**src/rtl/pipe_hazard_ctrl_if.sv**
```systemverilog
// pipe_hazard_ctrl_if: hazard inputs from ID/EX/MEM and stall/flush controls back to the pipeline.
interface pipe_hazard_ctrl_if #(
    parameter int CNT_W = 16
);
    logic [4:0]       id_rs;
    logic [4:0]       id_rt;
    logic             id_uses_rt;
    logic [4:0]       ex_rd;
    logic             ex_MemRead;
    logic             ex_branch_taken;
    logic             mem_req;
    logic             mem_ready;
    logic             pc_en;
    logic             ifid_en;
    logic             idex_en;
    logic             exmem_en;
    logic             memwb_en;
    logic             ifid_flush;
    logic             idex_flush;
    logic             memwb_flush;
    logic             mem_err;
    logic [CNT_W-1:0] stall_cycles;
    logic [CNT_W-1:0] flush_count;

    modport master (
        output id_rs, id_rt, id_uses_rt, ex_rd, ex_MemRead, ex_branch_taken, mem_req, mem_ready,
        input  pc_en, ifid_en, idex_en, exmem_en, memwb_en,
        input  ifid_flush, idex_flush, memwb_flush, mem_err, stall_cycles, flush_count
    );

    modport slave (
        input  id_rs, id_rt, id_uses_rt, ex_rd, ex_MemRead, ex_branch_taken, mem_req, mem_ready,
        output pc_en, ifid_en, idex_en, exmem_en, memwb_en,
        output ifid_flush, idex_flush, memwb_flush, mem_err, stall_cycles, flush_count
    );
endinterface

```
**src/rtl/pipe_hazard_ctrl.sv**
```systemverilog
// pipe_hazard_ctrl: stall/flush sequencer for load-use, taken-branch and data-memory-wait hazards,
// with a memory-wait timeout halt and saturating stall/flush counters.
module pipe_hazard_ctrl #(
    parameter int MEM_TIMEOUT = 16,
    parameter int CNT_W       = 16
) (
    input logic clk,
    input logic rst_n,
    pipe_hazard_ctrl_if.slave hz
);
    typedef enum logic [1:0] {RUN, MEMWAIT, HALT} state_t;

    localparam logic [15:0] LAST_WAIT = 16'(MEM_TIMEOUT - 1);

    state_t           state_q, state_d;
    logic [15:0]      wait_q, wait_d;
    logic             err_q, err_d;
    logic [CNT_W-1:0] stall_q, stall_d;
    logic [CNT_W-1:0] flush_q, flush_d;
    logic             halt, freeze, load_use, live;
    logic [4:0]       en;
    logic [2:0]       fl;

    always_ff @(posedge clk or negedge rst_n) begin
        if (!rst_n) begin
            state_q <= RUN;
            wait_q  <= '0;
            err_q   <= 1'b0;
            stall_q <= '0;
            flush_q <= '0;
        end else begin
            state_q <= state_d;
            wait_q  <= wait_d;
            err_q   <= err_d;
            stall_q <= stall_d;
            flush_q <= flush_d;
        end
    end

    // The RUN->MEMWAIT cycle is wait cycle 0, so the first MEMWAIT cycle holds 1.
    always_comb begin
        halt     = state_q == HALT;
        freeze   = !halt && hz.mem_req && !hz.mem_ready;
        load_use = hz.ex_MemRead && hz.ex_rd != 5'd0 &&
                   (hz.ex_rd == hz.id_rs || (hz.id_uses_rt && hz.ex_rd == hz.id_rt));
        live     = rst_n && !halt;
        state_d  = state_q;
        wait_d   = wait_q;
        if (state_q == RUN && freeze) begin
            state_d = MEMWAIT;
            wait_d  = 16'd1;
        end else if (state_q == MEMWAIT) begin
            state_d = !freeze ? RUN : (wait_q == LAST_WAIT ? HALT : MEMWAIT);
            wait_d  = !freeze ? 16'd0 : wait_q + 16'd1;
        end
        err_d   = err_q || state_d == HALT;
        stall_d = (!halt && (freeze || (load_use && !hz.ex_branch_taken)) && !(&stall_q))
                  ? stall_q + 1'b1 : stall_q;
        flush_d = (hz.ex_branch_taken && !freeze && !(&flush_q)) ? flush_q + 1'b1 : flush_q;
        en      = (!live || freeze) ? 5'b00000 :
                  hz.ex_branch_taken ? 5'b11111 :
                  load_use ? 5'b00111 : 5'b11111;
        fl      = !live ? 3'b000 :
                  freeze ? 3'b001 :
                  hz.ex_branch_taken ? 3'b110 :
                  load_use ? 3'b010 : 3'b000;
    end

    assign {hz.pc_en, hz.ifid_en, hz.idex_en, hz.exmem_en, hz.memwb_en} = en;
    assign {hz.ifid_flush, hz.idex_flush, hz.memwb_flush}               = fl;
    assign hz.mem_err      = err_q;
    assign hz.stall_cycles = stall_q;
    assign hz.flush_count  = flush_q;
endmodule

```
**src/flat_wrapper.sv**
```systemverilog
// flat-port wrapper written by rule: the top's interface ports become plain ports
module pipe_hazard_ctrl_flat 
#(
    parameter int MEM_TIMEOUT = 16,
    parameter int CNT_W       = 16
)
  (clk, rst_n, hz_id_rs, hz_id_rt, hz_id_uses_rt, hz_ex_rd, hz_ex_MemRead, hz_ex_branch_taken, hz_mem_req, hz_mem_ready, hz_pc_en, hz_ifid_en, hz_idex_en, hz_exmem_en, hz_memwb_en, hz_ifid_flush, hz_idex_flush, hz_memwb_flush, hz_mem_err, hz_stall_cycles, hz_flush_count);
  pipe_hazard_ctrl_if #(.CNT_W(CNT_W)) hz_i ();
  input logic clk;
  input logic rst_n;
  input wire logic [$bits(hz_i.id_rs)-1:0] hz_id_rs;
  input wire logic [$bits(hz_i.id_rt)-1:0] hz_id_rt;
  input wire logic [$bits(hz_i.id_uses_rt)-1:0] hz_id_uses_rt;
  input wire logic [$bits(hz_i.ex_rd)-1:0] hz_ex_rd;
  input wire logic [$bits(hz_i.ex_MemRead)-1:0] hz_ex_MemRead;
  input wire logic [$bits(hz_i.ex_branch_taken)-1:0] hz_ex_branch_taken;
  input wire logic [$bits(hz_i.mem_req)-1:0] hz_mem_req;
  input wire logic [$bits(hz_i.mem_ready)-1:0] hz_mem_ready;
  output wire logic [$bits(hz_i.pc_en)-1:0] hz_pc_en;
  output wire logic [$bits(hz_i.ifid_en)-1:0] hz_ifid_en;
  output wire logic [$bits(hz_i.idex_en)-1:0] hz_idex_en;
  output wire logic [$bits(hz_i.exmem_en)-1:0] hz_exmem_en;
  output wire logic [$bits(hz_i.memwb_en)-1:0] hz_memwb_en;
  output wire logic [$bits(hz_i.ifid_flush)-1:0] hz_ifid_flush;
  output wire logic [$bits(hz_i.idex_flush)-1:0] hz_idex_flush;
  output wire logic [$bits(hz_i.memwb_flush)-1:0] hz_memwb_flush;
  output wire logic [$bits(hz_i.mem_err)-1:0] hz_mem_err;
  output wire logic [$bits(hz_i.stall_cycles)-1:0] hz_stall_cycles;
  output wire logic [$bits(hz_i.flush_count)-1:0] hz_flush_count;
  assign hz_i.id_rs = hz_id_rs;
  assign hz_i.id_rt = hz_id_rt;
  assign hz_i.id_uses_rt = hz_id_uses_rt;
  assign hz_i.ex_rd = hz_ex_rd;
  assign hz_i.ex_MemRead = hz_ex_MemRead;
  assign hz_i.ex_branch_taken = hz_ex_branch_taken;
  assign hz_i.mem_req = hz_mem_req;
  assign hz_i.mem_ready = hz_mem_ready;
  assign hz_pc_en = hz_i.pc_en;
  assign hz_ifid_en = hz_i.ifid_en;
  assign hz_idex_en = hz_i.idex_en;
  assign hz_exmem_en = hz_i.exmem_en;
  assign hz_memwb_en = hz_i.memwb_en;
  assign hz_ifid_flush = hz_i.ifid_flush;
  assign hz_idex_flush = hz_i.idex_flush;
  assign hz_memwb_flush = hz_i.memwb_flush;
  assign hz_mem_err = hz_i.mem_err;
  assign hz_stall_cycles = hz_i.stall_cycles;
  assign hz_flush_count = hz_i.flush_count;
  pipe_hazard_ctrl #(.MEM_TIMEOUT(MEM_TIMEOUT), .CNT_W(CNT_W)) u_core (.clk(clk), .rst_n(rst_n), .hz(hz_i));
endmodule
```
**config.mk**
```make
export PLATFORM = sky130hd
export DESIGN_NAME = pipe_hazard_ctrl_flat
export DESIGN_NICKNAME = d
export VERILOG_FILES = /design/src/rtl/pipe_hazard_ctrl_if.sv /design/src/rtl/pipe_hazard_ctrl.sv /design/src/flat_wrapper.sv
export SDC_FILE = /design/constraint.sdc
export NUM_CORES = 1
export LEC_CHECK = 0
export ABC_AREA = 1
export CORE_UTILIZATION = 35
export CTS_CLUSTER_DIAMETER = 40
export DETAILED_ROUTE_END_ITERATION = 12
export DONT_BUFFER_PORTS = 1
export GPL_TIMING_DRIVEN = 0
export HOLD_SLACK_MARGIN = 0.08
export PLACE_DENSITY = 0.61
export SETUP_SLACK_MARGIN = 0.05
export SLEW_MARGIN = 20
export SYNTH_ARGS = -nofsm -noshare
export SYNTH_HDL_FRONTEND = slang
export SYNTH_SLANG_ARGS = --single-unit
```
**constraint.sdc**
```tcl
create_clock -name clk -period 1.8 [get_ports clk]
set_input_delay 0.27 -clock clk [delete_from_list [all_inputs] [get_ports clk]]
set_output_delay 0.27 -clock clk [all_outputs]
set_load 0.01 [all_outputs]
```
==> reports/results.ini, run 1 <==
[place]
place.port_buffers=0
dpl.hpwl_um=5410
dp_cells=539
dp_slack_ps=-5.52
placed_area_um2=3420
gp_congestion=0.780

[synth]
yosys.area_share.simple_pct=37.9
syn_avg_cell_area_um2=7.61
yosys.area.top_type=dfrtp_1
synth-seq-cells=51
yosys.area_share.xor_xnor_pct=5.87
synthMuxAreaShare_pct=0.343
syn_inst=431
ys_warn_count=0
synth_area_leaders=dfrtp_1 (39%), nand2_1 (14%), inv_1 (6.4%)
synth_compound_area_share_pct=5.72
syn_nets=456
ys_types=37
yosys.area_share.adder_pct=1.14
synth_top_family_by_area=simple AND/OR/NAND/NOR gates
ys_seq_area_share_pct=38.9
syn_area_um2=3280
synth_top_area_share_pct=38.9

[pwr]
p_sw_mw=0.840
ir_drop_uv=499
p_per_area_nw_per_um2=763
seqPwrFrac_pct=52.4
power.total_mw=2.86
power.internal_mw=2.02
p_leak_nw=1.81
comb_power_share_pct=14.5
p_sw_share_pct=29.4
p_clk_share_pct=33.1

[drt]
drc=0
first_pass_iters=5
wirelength_um=7450
vias=2797
wire_per_inst_um=13.3
postRouteAntennaNets=0
post_drt_via_cell_ratio=4.99
drt_iter0_drc=113

[setup_path]
crit_chain=inv_1 > nor2_2 > nand3_1 > nor2_1 > nand4_1 > nor2_4 > nand2_1 > o21bai_1 > nand2_1
critPathKind=reg -> reg
critPathRequiredTime_ps=2000
max_stage_delay_ps=420
worst_setup_path_start_kind=flip-flop
path_max_fanout=3
worstSetupEndpointType=flip-flop
crit_arrival_ps=1850
crit_slowest_cell=dfrtp_2
critPathMostFrequentCell=nand2_1

[die]
die_w_um=98.8
chipHeight_um=98.8
rows=34
core_um2=8890
dieArea_um2=9760
initial_utilization_pct=36.9
io_pins=63

[clock_network]
clk_pin_slew_worst_paths_ps=90
clk_latency_ps=310
numCtsBuffers=5
root_buffer=clkbuf_8
cts_tree=done
clock_path_buffers=2
cts-htree-levels=2
cts.sinks=51

[sta]
final_max_slew_viol_count=0
setup_violations=0
setup_tns_ps=0
final.setup.worst_slack_ps=159
fin_crit_sh_pct=91.2
fin_worst_skew_ps=6.58
final-hold-violation-count=0
clock.fmax_mhz=609
period_minus_slack_ps=1640
worst_pin_slew_ps=357
rsz0062_at_grt=true
timing.hold.ws_ps=196
relSlewSlack_pct=76.0

[layout]
areaGrowthSynthToFinish_pct=14.1
final_cells=561
fin_area_um2=3740
utilization_pct=42.1
layout-drive-gt1-share_pct=19.0
insertedDiodeCount=0
nNetsFinal=477

[status]
outcome=completed

[global_routing]
antenna_found_initial=0
grt_pass1_wl_um=12600
grt_max_degree=52
grt_use_total_pct=15.9
grt_overflow_total=0
grt_pass1_vias=2715

[hold_path]
hold_class=in -> reg

[job]
maxCapViolCount=0

-- cell usage in the layout (no fill, tap or decap), types with 3 or more instances in the layout --
master,netlist,routed
nand2_1,118,117
inv_1,56,55
dfrtp_1,51,45
nor2_1,32,30
nand3_1,29,27
nand4_1,23,23
buf_4,3,15
nor3_1,14,14
xor2_1,13,13
inv_2,10,11
nor2_4,8,10
o21ai_0,10,10
xnor2_1,9,9
nand3_2,5,7
a21oi_1,6,6
o21ai_1,6,6
dfrtp_2,0,6
o22ai_1,5,5
clkbuf_8,0,5
nor2_2,4,4
nand2_4,2,3
buf_2,3,3
nand2_2,3,3
-- sequential cells by signal, indices dropped and copies added (netlist names) --
register	cells
u_core.hz.stall_cycles	16
u_core.wait_q	16
u_core.hz.mem_err	1
u_core.state_q	2
u_core.hz.flush_count	16
-- Yosys cell counts, drive strengths merged --
cell,instances
mux2,1
nand3,36
o21bai,1
o21ai,16
dfrtp,51
o32ai,1
o31ai,1
nor4,1
o22ai,5
a22o,1
ha,3
inv,66
buf,9
xnor2,9
clkinv,2
nand2,123
nand3b,1
nand4,24
xor2,13
nor2,45
nor3,16
a21oi,6
-- power by group through the flow --
stage	clock network (mW)	logic, mW	registers, mW
after floorplan	0	0.292	1.45
after global placement	0	0.326	1.49
after detailed placement	0	0.340	1.49
after CTS	0.972	0.373	1.47
after global routing	1.03	0.476	1.52
final	0.946	0.414	1.50
-- area by class of cell --
type / count / area (µm²)
buffer: 9 / 75.1
clock buffer: 6 / 72.6
clock inverter: 2 / 60.1
fill: 894 / 5150
inverter: 68 / 264
multi-input combinational: 303 / 1720
sequential: 51 / 1280
tap: 108 / 135
timing repair buffer: 14 / 128
-- worst paths after layout --
| path | endpoint | cells after the start | from | slack, ps |
|---|---|---|---|---|
| max | u_core.hz.flush_count[15] | 9 | u_core.hz.flush_count[0] | 160 |
| min | u_core.state_q[0] | 3 | hz_mem_ready | 200 |
| max reg2reg | u_core.hz.flush_count[15] | 9 | u_core.hz.flush_count[0] | 160 |
| min reg2reg | u_core.wait_q[14] | 2 | u_core.wait_q[14] | 520 |
| max in group asynchronous | u_core.hz.flush_count[1] | 2 | rst_n | 1080 |
| min in group asynchronous | u_core.hz.stall_cycles[13] | 2 | rst_n | 470 |
-- routing by layer --
metal	vias up	part of all wire, %	global-route usage, %
met1	1296	47	20.9
met5	-	0	0
met2	71	47	26.1
li1	1422	-	-
met3	8	5.7	3.97
met4	0	0.95	4.13
-- what timing repair did --
| action | CTS | global route |
|---|---|---|
| endpoints found under the setup margin | 9 | 26 |
| hold buffers | 2 | 0 |
| pin swaps | 1 | 5 |
| cloned | 0 | 0 |
| resized for setup | 8 | 14 |
| setup buffers | 1 | 11 |
| hold endpoints to repair | 51 | 0 |
-- critical path, delay by kind of cell (launching register included) --
kind / cells / cell delay (ps)
AND/OR/NAND/NOR: 7 / 900
flip-flops: 1 / 420
AO/OA/AOI/OAI: 1 / 140
buffers and inverters: 1 / 90
-- cells by family after synthesis --
group,count (synthesis)
buf+inv,77
compound gates,31
flops,51
fa+ha+maj,3
simple gates,246
xor+xnor,22
mux,1
No activity file was read; power rests on OpenSTA's default activity.
==> run 2, diff against run 1 <==
--- a/config.mk
+++ b/config.mk
@@ -6,13 +6,13 @@
 export NUM_CORES = 1
 export LEC_CHECK = 0
 export ABC_AREA = 1
-export CORE_UTILIZATION = 35
+export CORE_UTILIZATION = 55
 export CTS_CLUSTER_DIAMETER = 40
 export DETAILED_ROUTE_END_ITERATION = 12
 export DONT_BUFFER_PORTS = 1
 export GPL_TIMING_DRIVEN = 0
 export HOLD_SLACK_MARGIN = 0.08
-export PLACE_DENSITY = 0.61
+export PLACE_DENSITY = 0.82
 export SETUP_SLACK_MARGIN = 0.05
 export SLEW_MARGIN = 20
 export SYNTH_ARGS = -nofsm -noshare
==> run 2 against run 1 <==
Net effect: power is 0.84% lower; flip-flop and latch count did not move; clock power increased by 0.7%; cell count down 8.0%; design area is 2.5% lower; clock-buffer cell count is 1 lower.
==> reports/results.ini, run 2 (synthesis results as in run 1) <==
[status]
outcome=completed  ; unchanged

[global_routing]
use_met3_pct=6.21  ; was 3.97%
grt_use_met2_pct=38.5  ; was 26.1%
grt_busiest_layer=met2  ; unchanged
grt_pass1_vias=2780  ; was 2,715
grt_max_degree=52  ; unchanged
grt_use_total_pct=23.4  ; was 15.9%
grtUsageMet1_pct=30.3  ; was 20.9%
antenna_found_initial=0  ; unchanged
grt_overflow_total=0  ; unchanged
grt_pass1_wl_um=11900  ; was 12,600 µm

[drt]
post_drt_via_cell_ratio=5.45  ; was 4.99
wire_per_inst_um=13.5  ; was 13.3 µm
wirelength_um=6950  ; was 7450 µm
first_pass_iters=4  ; was 5
vias=2813  ; was 2,797
postRouteAntennaNets=0  ; unchanged
drc=0  ; unchanged
drt_iter0_drc=209  ; was 113

[pwr]
ir_drop_uv=688  ; was 499 µV
p_per_area_nw_per_um2=776  ; was 763 nW/µm²
p_leak_nw=1.77  ; was 1.81 nW
power.total_mw=2.83  ; was 2.86 mW

[layout]
layout_common_cells=nand2_1 (115), inv_1 (55), dfrtp_1 (44)  ; was nand2_1 (117), inv_1 (55), dfrtp_1 (45)
final_cells=516  ; was 561
fin_area_um2=3650  ; was 3740 µm²
seqCellArea_um2=1280  ; about the same
areaGrowthSynthToFinish_pct=11.3  ; was 14.1%
utilization_pct=64.7  ; was 42.1%
final_common_cell=nand2_1  ; unchanged
layout-drive-gt1-share_pct=18.2  ; was 19.0%
multiInputGateArea_um2=1740  ; was 1720 µm²
nNetsFinal=468  ; was 477
nFillCells=475  ; was 894
insertedDiodeCount=0  ; unchanged

[setup_path]
max_stage_delay_ps=400  ; was 420 ps
r2r_cells=10  ; was 9
crit_path_start=u_core.state_q[1]  ; was u_core.hz.flush_count[0]
crit_arrival_ps=1390  ; was 1850 ps
path_max_fanout=4  ; was 3
worst_setup_path_start_kind=flip-flop  ; unchanged
r2r_setup_slack_ps=140  ; was 160 ps
critPathBufInv=4  ; was 1
crit-reg2reg-launch=u_core.wait_q[0]  ; was u_core.hz.flush_count[0]
critPathRequiredTime_ps=1530  ; was 2000 ps
r2r_end=u_core.wait_q[14]  ; was u_core.hz.flush_count[15]
worstSetupEndpointType=primary output  ; was flip-flop
crit_slowest_cell=dfrtp_1  ; was dfrtp_2
critPathKind=reg -> out  ; was reg -> reg
crit_family=flip-flops  ; was simple AND/OR/NAND/NOR gates
crit_chain=inv_2 > nor2_4 > clkinv_4 > nand2_8 > nor2_4 > nand2_2 > inv_2 > buf_6  ; was inv_1 > nor2_2 > nand3_1 > nor2_1 > nand4_1 > nor2_4 > nand2_1 > o21bai_1 > nand2_1

[sta]
setup_violations=0  ; unchanged
final_max_slew_viol_count=0  ; unchanged
period_minus_slack_ps=1660  ; was 1640 ps
setup_tns_ps=0  ; unchanged
fin_crit_sh_pct=92.1  ; was 91.2%
final-hold-violation-count=0  ; unchanged
fin_worst_skew_ps=8.47  ; was 6.58 ps
rsz0062_at_grt=true  ; unchanged
clock.fmax_mhz=603  ; was 609 MHz
worst_pin_slew_ps=390  ; was 357 ps
relSlewSlack_pct=73.8  ; was 76.0%

[clock_network]
cts.sinks=51  ; unchanged
clock_path_buffers=2  ; unchanged
cts-htree-levels=2  ; unchanged
root_buffer=clkbuf_8  ; unchanged
clk_latency_ps=300  ; was 310 ps
cts_tree=done  ; unchanged
clk_pin_slew_worst_paths_ps=100  ; was 90 ps
numCtsBuffers=5  ; unchanged

[hold_path]
hold_path_end=u_core.state_q[0]  ; unchanged
hold_start=hz_mem_ready  ; unchanged
hold_class=in -> reg  ; unchanged
holdPathStages=3  ; unchanged

[die]
chipHeight_um=79.2  ; was 98.8 µm
dieArea_um2=6280  ; was 9760 µm²
initial_utilization_pct=58.2  ; was 36.9%
die_w_um=79.2  ; was 98.8 µm
io_pins=63  ; unchanged
core_um2=5640  ; was 8890 µm²
rows=27  ; was 34

[job]
maxCapViolCount=0  ; unchanged

[place]
dp_cells=503  ; was 539
dpl.hpwl_um=4980  ; was 5410 µm
gp_congestion=0.888  ; was 0.780
placed_area_um2=3370  ; was 3420 µm²
place.port_buffers=0  ; unchanged

run 2: cell types whose count changed in the layout (fill, tap and decap cells not counted), sizes merged:
cell and delta:
clkinvlp +1, buf -9, clkbuf -1
run 2: per-layer routing:
layer  vias up  wire length (µm)
met5         -                 0
met4         0                50
met3         5               485
met2       100              3340
met1      1303              3070
li1       1405                 -
run 2: layout make-up:
cell class	instances	share of cell area [%]
multi-input cells	303	47.5
well taps	72	2.47
plain buffers	9	2.16
repair buffers	5	1.65
inverters	68	7.23
flip-flops and latches	51	35.2
clock inverters	3	1.85
clock buffers	5	1.89
run 2: tightest hold or removal path: stages:
cell and delay (ps):
nor2_4 40, nand3_1 100, nand2_1 50
run 2: report_power, final:
group	internal, mW	leakage, nW	switching, mW
Sequential	1.27	0.647	0.222
Clock	0.555	0.0644	0.399
Combinational	0.172	1.06	0.218
Total	1.99	1.77	0.839
run 2: timing repair:
action	4_1_cts	5_1_grt
pin swaps	2	3
hold buffers	2	0
setup endpoints to repair	7	26
buffers inserted	1	2
endpoints found under the hold margin	51	0
resized for setup	8	19
run 2: through the flow:
step	setup WS, ps	hold WS, ps
after floorplan	191	-25.6
after global placement	6.22	-23.4
after detailed placement	6.53	-23.9
after CTS	51.8	184
after global routing	-18.7	209
final	142	184
run 2: worst max path at each step:
stage	cells after the start	to	slack [ps]
2_1_floorplan	8	hz_pc_en	190
3_3_place_gp	8	hz_pc_en	6
3_5_place_dp	8	hz_pc_en	7
4_1_cts	8	hz_pc_en	50
5_1_grt	9	u_core.hz.flush_count[15]	-20
6_report	8	hz_pc_en	140
==> run 3, diff against run 2 <==
--- a/config.mk
+++ b/config.mk
@@ -6,11 +6,10 @@
 export NUM_CORES = 1
 export LEC_CHECK = 0
 export ABC_AREA = 1
-export CORE_UTILIZATION = 55
+export CORE_UTILIZATION = 60
 export CTS_CLUSTER_DIAMETER = 40
 export DETAILED_ROUTE_END_ITERATION = 12
 export DONT_BUFFER_PORTS = 1
-export GPL_TIMING_DRIVEN = 0
 export HOLD_SLACK_MARGIN = 0.08
 export PLACE_DENSITY = 0.82
 export SETUP_SLACK_MARGIN = 0.05
==> run 3 against run 2 <==
Net effect: core utilization increased by 6.3 points; clock skew fell by 1.3 ps; sequential share of layout area decreased by 0.20 points; register-to-register slack about the same; cell count grew 0.97%; fmax fell by 0.93%; critical path depth decreased by 1; sequential power hardly changed; first-iteration DRC count up 2.4%; non-clock buffer count grew 5; design area up 0.58%; global-route usage is 1.3 points higher; critical path type unchanged; largest cell class unchanged.
==> reports/results.ini, run 3 (synthesis results as in run 1) <==
[global_routing]
grt_max_degree=52  ; unchanged
grt_pass1_vias=2685  ; was 2,780
grt_pass1_wl_um=11700  ; was 11,900 µm
grt_use_total_pct=24.7  ; was 23.4%
antenna_found_initial=0  ; unchanged
grt_overflow_total=0  ; unchanged

[layout]
final_common_cell=nand2_1  ; unchanged
seqCellArea_um2=1280  ; unchanged
areaGrowthSynthToFinish_pct=11.9  ; was 11.3%
multiInputGateArea_um2=1760  ; was 1740 µm²
nFillCells=390  ; was 475
fin_area_um2=3670  ; was 3650 µm²
nNetsFinal=475  ; was 468
layout_common_cells=nand2_1 (118), inv_1 (56), dfrtp_1 (44)  ; was nand2_1 (115), inv_1 (55), dfrtp_1 (44)
utilization_pct=71.0  ; was 64.7%
layout-drive-gt1-share_pct=19.1  ; was 18.2%
insertedDiodeCount=0  ; unchanged

[hold_path]
hold_class=in -> reg  ; unchanged

[drt]
postRouteAntennaNets=0  ; unchanged
drt_iter0_drc=214  ; was 209
wirelength_um=7080  ; was 6950 µm
drc=0  ; unchanged
wire_per_inst_um=13.6  ; was 13.5 µm
post_drt_via_cell_ratio=5.51  ; was 5.45
vias=2873  ; was 2,813
first_pass_iters=5  ; was 4

[setup_path]
r2r_setup_slack_ps=150  ; was 140 ps
r2r_cells=7  ; was 10
critPathRequiredTime_ps=1530  ; about the same
worstSetupEndpointType=primary output  ; unchanged
r2r_end=u_core.hz.stall_cycles[6]  ; was u_core.wait_q[14]
critPathKind=reg -> out  ; unchanged
crit_path_start=u_core.state_q[1]  ; unchanged
endpoint=hz_pc_en  ; unchanged
path_max_fanout=4  ; unchanged
crit_arrival_ps=1400  ; was 1390 ps
worst_setup_path_start_kind=flip-flop  ; unchanged
crit-reg2reg-launch=u_core.hz.stall_cycles[0]  ; was u_core.wait_q[0]

[sta]
setup_violations=0  ; unchanged
final-hold-violation-count=0  ; unchanged
worst_pin_slew_ps=475  ; was 390 ps
rsz0062_at_grt=true  ; unchanged
clock.fmax_mhz=598  ; was 603 MHz
final_max_slew_viol_count=0  ; unchanged
fin_worst_skew_ps=7.21  ; was 8.47 ps
fin_crit_sh_pct=93.0  ; was 92.1%
period_minus_slack_ps=1670  ; was 1660 ps
relSlewSlack_pct=68.2  ; was 73.8%

[pwr]
seqPwrFrac_pct=54.1  ; was 52.6%
p_clk_share_pct=30.3  ; was 33.7%
p_sw_share_pct=31.9  ; was 29.6%
ir_drop_uv=784  ; was 688 µV
p_leak_nw=1.80  ; was 1.77 nW
comb_power_share_pct=15.6  ; was 13.8%
p_sw_mw=0.878  ; was 0.839 mW
p_per_area_nw_per_um2=750  ; was 776 nW/µm²
power.internal_mw=1.87  ; was 1.99 mW

[die]
rows=26  ; was 27
io_pins=63  ; unchanged
initial_utilization_pct=63.4  ; was 58.2%
dieArea_um2=5770  ; was 6280 µm²
chipHeight_um=75.9  ; was 79.2 µm
die_w_um=75.9  ; was 79.2 µm
core_um2=5170  ; was 5640 µm²

[clock_network]
clk_latency_ps=310  ; was 300 ps
cts-htree-levels=2  ; unchanged
clk_pin_slew_worst_paths_ps=100  ; about the same
root_buffer=clkbuf_8  ; unchanged
cts_tree=done  ; unchanged
numCtsBuffers=5  ; unchanged
clock_path_buffers=2  ; unchanged
cts.sinks=51  ; unchanged

[place]
gp_congestion=0.825  ; was 0.888
place.port_buffers=0  ; unchanged
dpl.hpwl_um=4770  ; was 4980 µm
placed_area_um2=3360  ; was 3370 µm²

[job]
maxCapViolCount=0  ; unchanged

[status]
outcome=completed  ; unchanged

run 3: changes by cell type in the layout (fill, tap and decap cells not counted), moves of 3 or more:
cell	delta
buf_6	-3
nand2_1	+3
buf_2	-3
buf_4	+12
run 3: final cells by class:
cell class / count / area share [%]
flip-flops and latches: 51 / 35.0
inverters: 68 / 6.95
multi-input cells: 305 / 48.0
clock inverters: 3 / 1.30
clock buffers: 5 / 1.87
repair buffers: 19 / 4.50
well taps: 70 / 2.39
run 3: power groups by stage:
stage               sequential, mW  clock, mW  combinational [mW]
floorplan                     1.45          0               0.292
global placement              1.47          0               0.339
detailed placement            1.47          0               0.371
CTS                           1.46      0.852               0.401
global route                  1.51      0.897               0.481
finish                        1.49      0.834               0.429
run 3: metrics by stage:
step / worst slack (ps) / cells / setup TNS (ps) / total power [mW] / hold WS [ps]
after floorplan: 191 / 431 / 0 / 1.74 / -25.6
after global placement: 157 / 501 / 0 / 1.81 / -23.9
after detailed placement: 67.6 / 501 / 0 / 1.85 / -23.8
after CTS: 50.3 / 511 / 0 / 2.71 / 154
after global routing: -2.41 / 521 / -2.41 / 2.89 / 164
final: 127 / 521 / 0 / 2.75 / 157
run 3: routing by layer:
layer  vias to the layer above  global-route usage, %  wire (µm)
met2                        91                   41.9       3450
li1                       1420                      -          -
met4                         0                   8.65         93
met1                      1353                   30.9       3140
met5                         -                      0          0
met3                         9                   5.66        402
run 3: timing repair:
item / CTS / global route
buffers inserted: 0 / 8
resized for setup: 0 / 22
endpoints found under the setup margin: 0 / 24
hold buffers: 2 / 0
endpoints found under the hold margin: 51 / 0
run 3: how the worst min path moves through the flow:
| stage | startpoint | to | cells after the start |
|---|---|---|---|
| global placement | rst_n | u_core.wait_q[8] | 0 |
| floorplan | rst_n | u_core.hz.flush_count[0] | 0 |
| CTS | hz_mem_ready | u_core.wait_q[0] | 3 |
| detailed placement | rst_n | u_core.wait_q[8] | 0 |
| finish | hz_mem_ready | u_core.wait_q[0] | 3 |
| global route | hz_mem_ready | u_core.wait_q[0] | 3 |
run 3: critical path, stage by stage, from the launching register on:
cell	delay, ps
dfrtp_1	400
inv_2	110
nor2_4	40
clkinv_1	50
nand2_1	100
nor2_1	170
nand2_1	70
inv_1	150
